==> config.mk <==
export PLATFORM = sky130hd
export DESIGN_NAME = tnoc_flit_packer
export DESIGN_NICKNAME = d
export VERILOG_FILES = /design/src/rtl/tnoc_flit_packer.sv
export SDC_FILE = /design/constraint.sdc
export NUM_CORES = 1
export LEC_CHECK = 0
export ABC_AREA = 1
export BUFFER_PORTS_ARGS = -buffer_cell sky130_fd_sc_hd__clkbuf_2
export CAP_MARGIN = 25
export CORE_AREA = 2 2 287 289
export CTS_CLUSTER_DIAMETER = 150
export DETAILED_ROUTE_END_ITERATION = 7
export DIE_AREA = 0 0 289 291
export SLEW_MARGIN = 20
export SYNTH_ARGS = -nofsm -noshare
export SYNTH_HDL_FRONTEND = slang
export SYNTH_SLANG_ARGS = --single-unit
==> constraint.sdc <==
create_clock -name clk -period 2.9 [get_ports clk]
set_input_delay 0.435 -clock clk [delete_from_list [all_inputs] [get_ports clk]]
set_output_delay 0.435 -clock clk [all_outputs]
set_load 0.1 [all_outputs]
==> src/rtl/tnoc_flit_packer.sv <==
// tnoc_flit_packer: turns one packet (header + payload beat stream) into a
// head/tail-marked flit stream, gated by per-VC credit counters.
module tnoc_flit_packer #(
    parameter int unsigned VIRTUAL_CHANNELS   = 2,
    parameter int unsigned HEADER_WIDTH       = 128,
    parameter int unsigned FLIT_DATA_WIDTH    = 288,
    parameter int unsigned PAYLOAD_WIDTH      = 288,
    parameter int unsigned BURST_LENGTH_WIDTH = 8,
    parameter int unsigned CREDIT_DEPTH       = 4,
    localparam int unsigned VC_WIDTH   = (VIRTUAL_CHANNELS > 1) ? $clog2(VIRTUAL_CHANNELS) : 1,
    localparam int unsigned FLIT_WIDTH = FLIT_DATA_WIDTH + 3
) (
    input  logic                          clk,
    input  logic                          rst_n,
    input  logic                          i_header_valid,
    output logic                          o_header_ready,
    input  logic [7:0]                    i_packet_type,
    input  logic [BURST_LENGTH_WIDTH-1:0] i_burst_length,
    input  logic [VC_WIDTH-1:0]           i_vc,
    input  logic [HEADER_WIDTH-1:0]       i_header,
    input  logic                          i_payload_valid,
    output logic                          o_payload_ready,
    input  logic [PAYLOAD_WIDTH-1:0]      i_payload,
    output logic                          o_flit_valid,
    input  logic                          i_flit_ready,
    output logic [FLIT_WIDTH-1:0]         o_flit,
    output logic [VC_WIDTH-1:0]           o_vc,
    input  logic [VIRTUAL_CHANNELS-1:0]   i_credit_return
);

    localparam int unsigned HEADER_FLITS  = (HEADER_WIDTH + FLIT_DATA_WIDTH - 1) / FLIT_DATA_WIDTH;
    localparam int unsigned HDR_PAD_WIDTH = HEADER_FLITS * FLIT_DATA_WIDTH;
    localparam int unsigned HIDX_WIDTH    = (HEADER_FLITS > 1) ? $clog2(HEADER_FLITS) : 1;
    localparam int unsigned BEAT_WIDTH    = BURST_LENGTH_WIDTH + 1;
    localparam int unsigned CREDIT_WIDTH  = $clog2(CREDIT_DEPTH + 1);

    localparam logic [HIDX_WIDTH-1:0]   LAST_HIDX  = HIDX_WIDTH'(HEADER_FLITS - 1);
    localparam logic [CREDIT_WIDTH-1:0] CREDIT_MAX = CREDIT_WIDTH'(CREDIT_DEPTH);

    typedef enum logic [1:0] {
        IDLE    = 2'd0,
        HEADER  = 2'd1,
        PAYLOAD = 2'd2
    } state_t;

    state_t                  state_q;
    state_t                  state_d;
    logic [HDR_PAD_WIDTH-1:0] hdr_q;
    logic [VC_WIDTH-1:0]      vc_q;
    logic                     has_payload_q;
    logic [BEAT_WIDTH-1:0]    beats_q;
    logic [HIDX_WIDTH-1:0]    hidx_q;
    logic                     ready_en_q;
    logic [CREDIT_WIDTH-1:0]  credit_q [VIRTUAL_CHANNELS];

    logic                       credit_ok;
    logic                       header_fire;
    logic                       flit_fire;
    logic                       last_chunk;
    logic                       last_beat;
    logic [FLIT_DATA_WIDTH-1:0] flit_data;
    logic                       flit_tail;
    logic                       flit_head;
    logic                       flit_type;
    logic [VIRTUAL_CHANNELS-1:0] credit_take;

    // Only bit 6 of the packet type (payload present) matters here.
    logic unused_type_bits;
    assign unused_type_bits = ^{i_packet_type[7], i_packet_type[5:0]};

    assign credit_ok   = (credit_q[vc_q] != '0);
    assign header_fire = i_header_valid && o_header_ready;
    assign flit_fire   = o_flit_valid && i_flit_ready;
    assign last_chunk  = (hidx_q == LAST_HIDX);
    assign last_beat   = (beats_q == BEAT_WIDTH'(1));
    assign o_flit      = {flit_data, flit_tail, flit_head, flit_type};

    // State register; reset aborts any packet in flight.
    always_ff @(posedge clk or negedge rst_n) begin
        if (!rst_n) begin
            state_q <= IDLE;
        end else begin
            state_q <= state_d;
        end
    end

    // Header acceptance is held off for the first cycle out of reset.
    always_ff @(posedge clk or negedge rst_n) begin
        if (!rst_n) begin
            ready_en_q <= 1'b0;
        end else begin
            ready_en_q <= 1'b1;
        end
    end

    // Next state, handshakes and flit formatting.
    always_comb begin
        state_d         = state_q;
        o_header_ready  = 1'b0;
        o_payload_ready = 1'b0;
        o_flit_valid    = 1'b0;
        o_vc            = '0;
        flit_data       = '0;
        flit_tail       = 1'b0;
        flit_head       = 1'b0;
        flit_type       = 1'b0;

        unique case (state_q)
            IDLE: begin
                o_header_ready = ready_en_q;
                if (i_header_valid && ready_en_q) begin
                    state_d = HEADER;
                end
            end
            HEADER: begin
                o_vc         = vc_q;
                o_flit_valid = credit_ok;
                flit_data    = hdr_q[hidx_q * FLIT_DATA_WIDTH +: FLIT_DATA_WIDTH];
                flit_head    = (hidx_q == '0);
                flit_tail    = last_chunk && !has_payload_q;
                if (flit_fire && last_chunk) begin
                    state_d = has_payload_q ? PAYLOAD : IDLE;
                end
            end
            PAYLOAD: begin
                o_vc            = vc_q;
                o_flit_valid    = i_payload_valid && credit_ok;
                o_payload_ready = i_flit_ready && credit_ok;
                flit_data       = FLIT_DATA_WIDTH'(i_payload);
                flit_type       = 1'b1;
                flit_tail       = last_beat;
                if (flit_fire && last_beat) begin
                    state_d = IDLE;
                end
            end
            default: begin
                state_d = IDLE;
            end
        endcase
    end

    // Packet context: header image, VC, payload flag, chunk index and beats left.
    always_ff @(posedge clk or negedge rst_n) begin
        if (!rst_n) begin
            hdr_q         <= '0;
            vc_q          <= '0;
            has_payload_q <= 1'b0;
            beats_q       <= '0;
            hidx_q        <= '0;
        end else if (header_fire) begin
            hdr_q         <= HDR_PAD_WIDTH'(i_header);
            vc_q          <= i_vc;
            has_payload_q <= i_packet_type[6];
            // A zero burst length encodes the full 2^BURST_LENGTH_WIDTH beats.
            beats_q       <= {(i_burst_length == '0), i_burst_length};
            hidx_q        <= '0;
        end else if (flit_fire) begin
            if (state_q == HEADER) begin
                hidx_q <= hidx_q + HIDX_WIDTH'(1);
            end else if (state_q == PAYLOAD) begin
                beats_q <= beats_q - BEAT_WIDTH'(1);
            end
        end
    end

    // A fired flit takes one credit from the current VC.
    always_comb begin
        credit_take = '0;
        for (int v = 0; v < VIRTUAL_CHANNELS; v++) begin
            credit_take[v] = flit_fire && (vc_q == VC_WIDTH'(v));
        end
    end

    // Per-VC credit counters; a simultaneous take and return cancel out.
    always_ff @(posedge clk or negedge rst_n) begin
        if (!rst_n) begin
            for (int v = 0; v < VIRTUAL_CHANNELS; v++) begin
                credit_q[v] <= CREDIT_MAX;
            end
        end else begin
            for (int v = 0; v < VIRTUAL_CHANNELS; v++) begin
                if (i_credit_return[v] && !credit_take[v]) begin
                    if (credit_q[v] != CREDIT_MAX) begin
                        credit_q[v] <= credit_q[v] + CREDIT_WIDTH'(1);
                    end
                end else if (credit_take[v] && !i_credit_return[v]) begin
                    credit_q[v] <= credit_q[v] - CREDIT_WIDTH'(1);
                end
            end
        end
    end

    // A credit returned to a full counter means downstream accounting is broken.
    for (genvar gv = 0; gv < VIRTUAL_CHANNELS; gv++) begin : g_credit_chk
        a_credit_overflow: assert property (@(posedge clk) disable iff (!rst_n)
            !(i_credit_return[gv] && !credit_take[gv] && (credit_q[gv] == CREDIT_MAX)))
            else $error("credit return overflow on vc %0d", gv);
    end

endmodule

==> metrics <==
result of the run finished clean; maximum fanout encountered on the critical timing path 50; Total Power 0.0233 W; dominant combinational cell family by area after synthesis simple AND/OR/NAND/NOR gates; power density over cell area 1220 nW/µm²; Worst EP arrival 2.35 ns; P_sw 0.0136 W; count of different cell masters after synthesis 33; Num CTS Buffers 17; core region area 81200 µm²; Post-Synth Adder-Cell Area 0.0110; maximum clock path buffer count 2; clock sink total 149; prevailing post-synth register cell dfrtp_1; reg2reg setup slack 0.33 ns; leakage 9.99 nW; Worst Clk Skew 0.0390 ns; top-level I/O count 735; number of enable-type register cells in the synthesized netlist 0; complex-gate fraction of the synthesized area 0.0865; Final Wtd Congestion 0.828; initial drt markers 442; synthesized area 9300 µm²; fraction of power consumed by combinational cells 0.729; met3 GRT Util 0.0465; leading cell types in the layout, fill and taps excluded nand2_1, clkbuf_2, buf_12; per-cell routed wire length 19.4 µm; Root Buffer clkbuf_16; fraction of layout cells with a size suffix above 1 0.426; worst relative slew slack 0.376; final worst slack 0.115 ns; register bit total from synthesis 149; HPWL reported at the end of detailed placement 51400 µm; simple-gate portion of the synthesized area 0.376; path type of the worst min-delay path input pin to async pin; cell count after placement 3239; internal portion of total power 0.00967 W; area overhead of the layout relative to synthesis 105%; WP data required 2.47 ns; fin crit share 0.960; fraction of registers with async set or reset after synthesis 1.00; switching power as a share of total power 0.585; vias 11857; Initial DRT Pass Iterations 4; endpoints failing hold 0; detail-routed via count per cell 3.61; endpoint class of the critical path primary output; mean instance size in the synthesized netlist 6.16 µm²; net count after synthesis 1957; final-report max-slew violation count 0; Max-cap violations 0; wire length of the first global-routing pass 85400 µm; share of cell area taken by muxes after synthesis 0; die span in x 289 µm; achievable frequency 0.359 GHz; Initial Util 0.115; Hold-fix buffers, CTS 0; routing usage on met1 0.154; GRT Max-Usage Layer met2; global-route congestion overflow total 0; count of endpoints failing setup in the final report 0; initial antenna violation count 16; time the worst path needs with I/O delays and setup 2.79 ns; total track usage 0.144; non-filler instance count after layout 3287; Clock Pin Slew Worst Setup and Hold Paths 0.07 ns; maximum number of pins on one net before global-route repair 150; number of design rule violations left after detail routing 0; peak supply drop 0.587 mV; kind of critical path flop to primary output; standard-cell rows 105; Ys Warns 0; Clk pwr share 0.110; wire length reported by the detailed router 63900 µm; deepest level of the CTS H-tree 4; register share of total power 0.162; count of buffers inserted at the top-level ports 727; number of global-route vias before repair 11830; Synth Area in XOR/XNOR 0.00377; Worst-Skew Late Latency 0.49 ns; TritonCTS clock tree built; met2 Usage GRT 0.271; category of the worst setup path launch point flop; die height 291 µm; Setup TNS 0 ns; Synth Instances 1510; setup repair after global routing missed its margin true; proportion of synthesized chip area in sequential cells 0.401; leading cell type in the layout, fill and taps excluded nand2_1; ANT nets after route 0; slew at the pin closest to its max-slew limit 0.936 ns; floorplan die area 84100 µm²; final net count 2644; Post-Place Worst Slack 0.394 ns
==> power by group through the flow <==
stage / combinational (W) / clock, W / sequential [W]
2_1_floorplan: 0.0107 / 0 / 0.00361
3_3_place_gp: 0.0165 / 0 / 0.00376
3_5_place_dp: 0.0166 / 0 / 0.00379
4_1_cts: 0.0168 / 0.00268 / 0.00377
5_1_grt: 0.0179 / 0.00273 / 0.00390
6_report: 0.0170 / 0.00256 / 0.00377
==> final cells by class <==
type	instances	area (µm²)
diodes	7	17.5
inverters	188	742
flip-flops and latches	149	3730
repair inverters	1	8.76
fillers	9048	62100
well taps	1070	1340
repair buffers	762	7580
clock buffers	21	440
clock inverters	11	199
multi-input cells	1078	5020
==> kinds of logic after synthesis <==
logic type,count (synthesis)
compound gates,156
other cells,1
fa+ha+maj,7
xor+xnor,4
buf+inv,283
simple gates,910
flops,149
==> sequential cells by signal (all words and copies together), names as in the netlist <==
register / flops
ready_en_q: 1
has_payload_q: 1
hidx_q: 1
credit_q: 6
vc_q: 1
beats_q: 9
state_q: 2
hdr_q: 128
==> timing repair <==
| item | CTS | global route |
|---|---|---|
| pin swaps | 0 | 1 |
| gates cloned | 0 | 4 |
| hold endpoints to repair | 0 | 0 |
| endpoints found under the setup margin | 113 | 112 |
| resized for setup | 7 | 14 |
| buffers inserted | 3 | 4 |
==> per-layer routing <==
metal  up-vias  wire length [µm]  part of all wire
met5         -               100            0.0016
met4        16              1030             0.016
met3        41              4650             0.073
met2       438             33800              0.53
met1      5513             24300              0.38
li1       5849                 -                 -
==> per-stage QoR <==
step | hold WS, ns | instance area [µm²] | utilization
after floorplan | 0.139 | 9780 | -
after global placement | 0.454 | 18100 | 0.223
after detailed placement | 0.458 | 18100 | 0.223
after CTS | 0.101 | 18900 | 0.232
after global routing | 0.121 | 19100 | 0.235
final | 0.0878 | 19100 | 0.235
==> Yosys cell counts (all sizes together) (2+ instances only) <==
library cell,instances,share of area
nand2,871,0.35
inv,188,0.076
dfrtp,147,0.40
a21oi,135,0.074
clkbuf,61,0.025
buf,34,0.020
o21ai,18,0.010
nor2,17,0.0089
nand3,15,0.0094
ha,5,0.0067
xor2,3,0.0028
a31oi,2,0.0013
dfstp,2,0.0057
fa,2,0.0043
nand3b,2,0.0016
nand4,2,0.0013
==> worst paths after layout <==
| kind | from | to | depth (start not counted) |
|---|---|---|---|
| hold reg to reg | hdr_q[1] | hdr_q[1] | 2 |
| setup reg to reg | state_q[0] | credit_q[5] | 15 |
| setup / recovery | state_q[0] | o_flit_valid | 8 |
| hold / removal | rst_n | hdr_q[97] | 2 |
| max in group asynchronous | rst_n | hdr_q[1] | 2 |
| min in group clk | i_header[75] | hdr_q[75] | 3 |
==> critical path, stage by stage (launching register included) <==
cell and delay, ns:
dfrtp_1 0.43, inv_1 0.18, ha_4 0.28, buf_12 0.25
nand2_1 0.09, inv_1 0.12, o21ai_2 0.11, nor2_1 0.20
buf_12 0.20
Power figures use the tool's default switching activity.
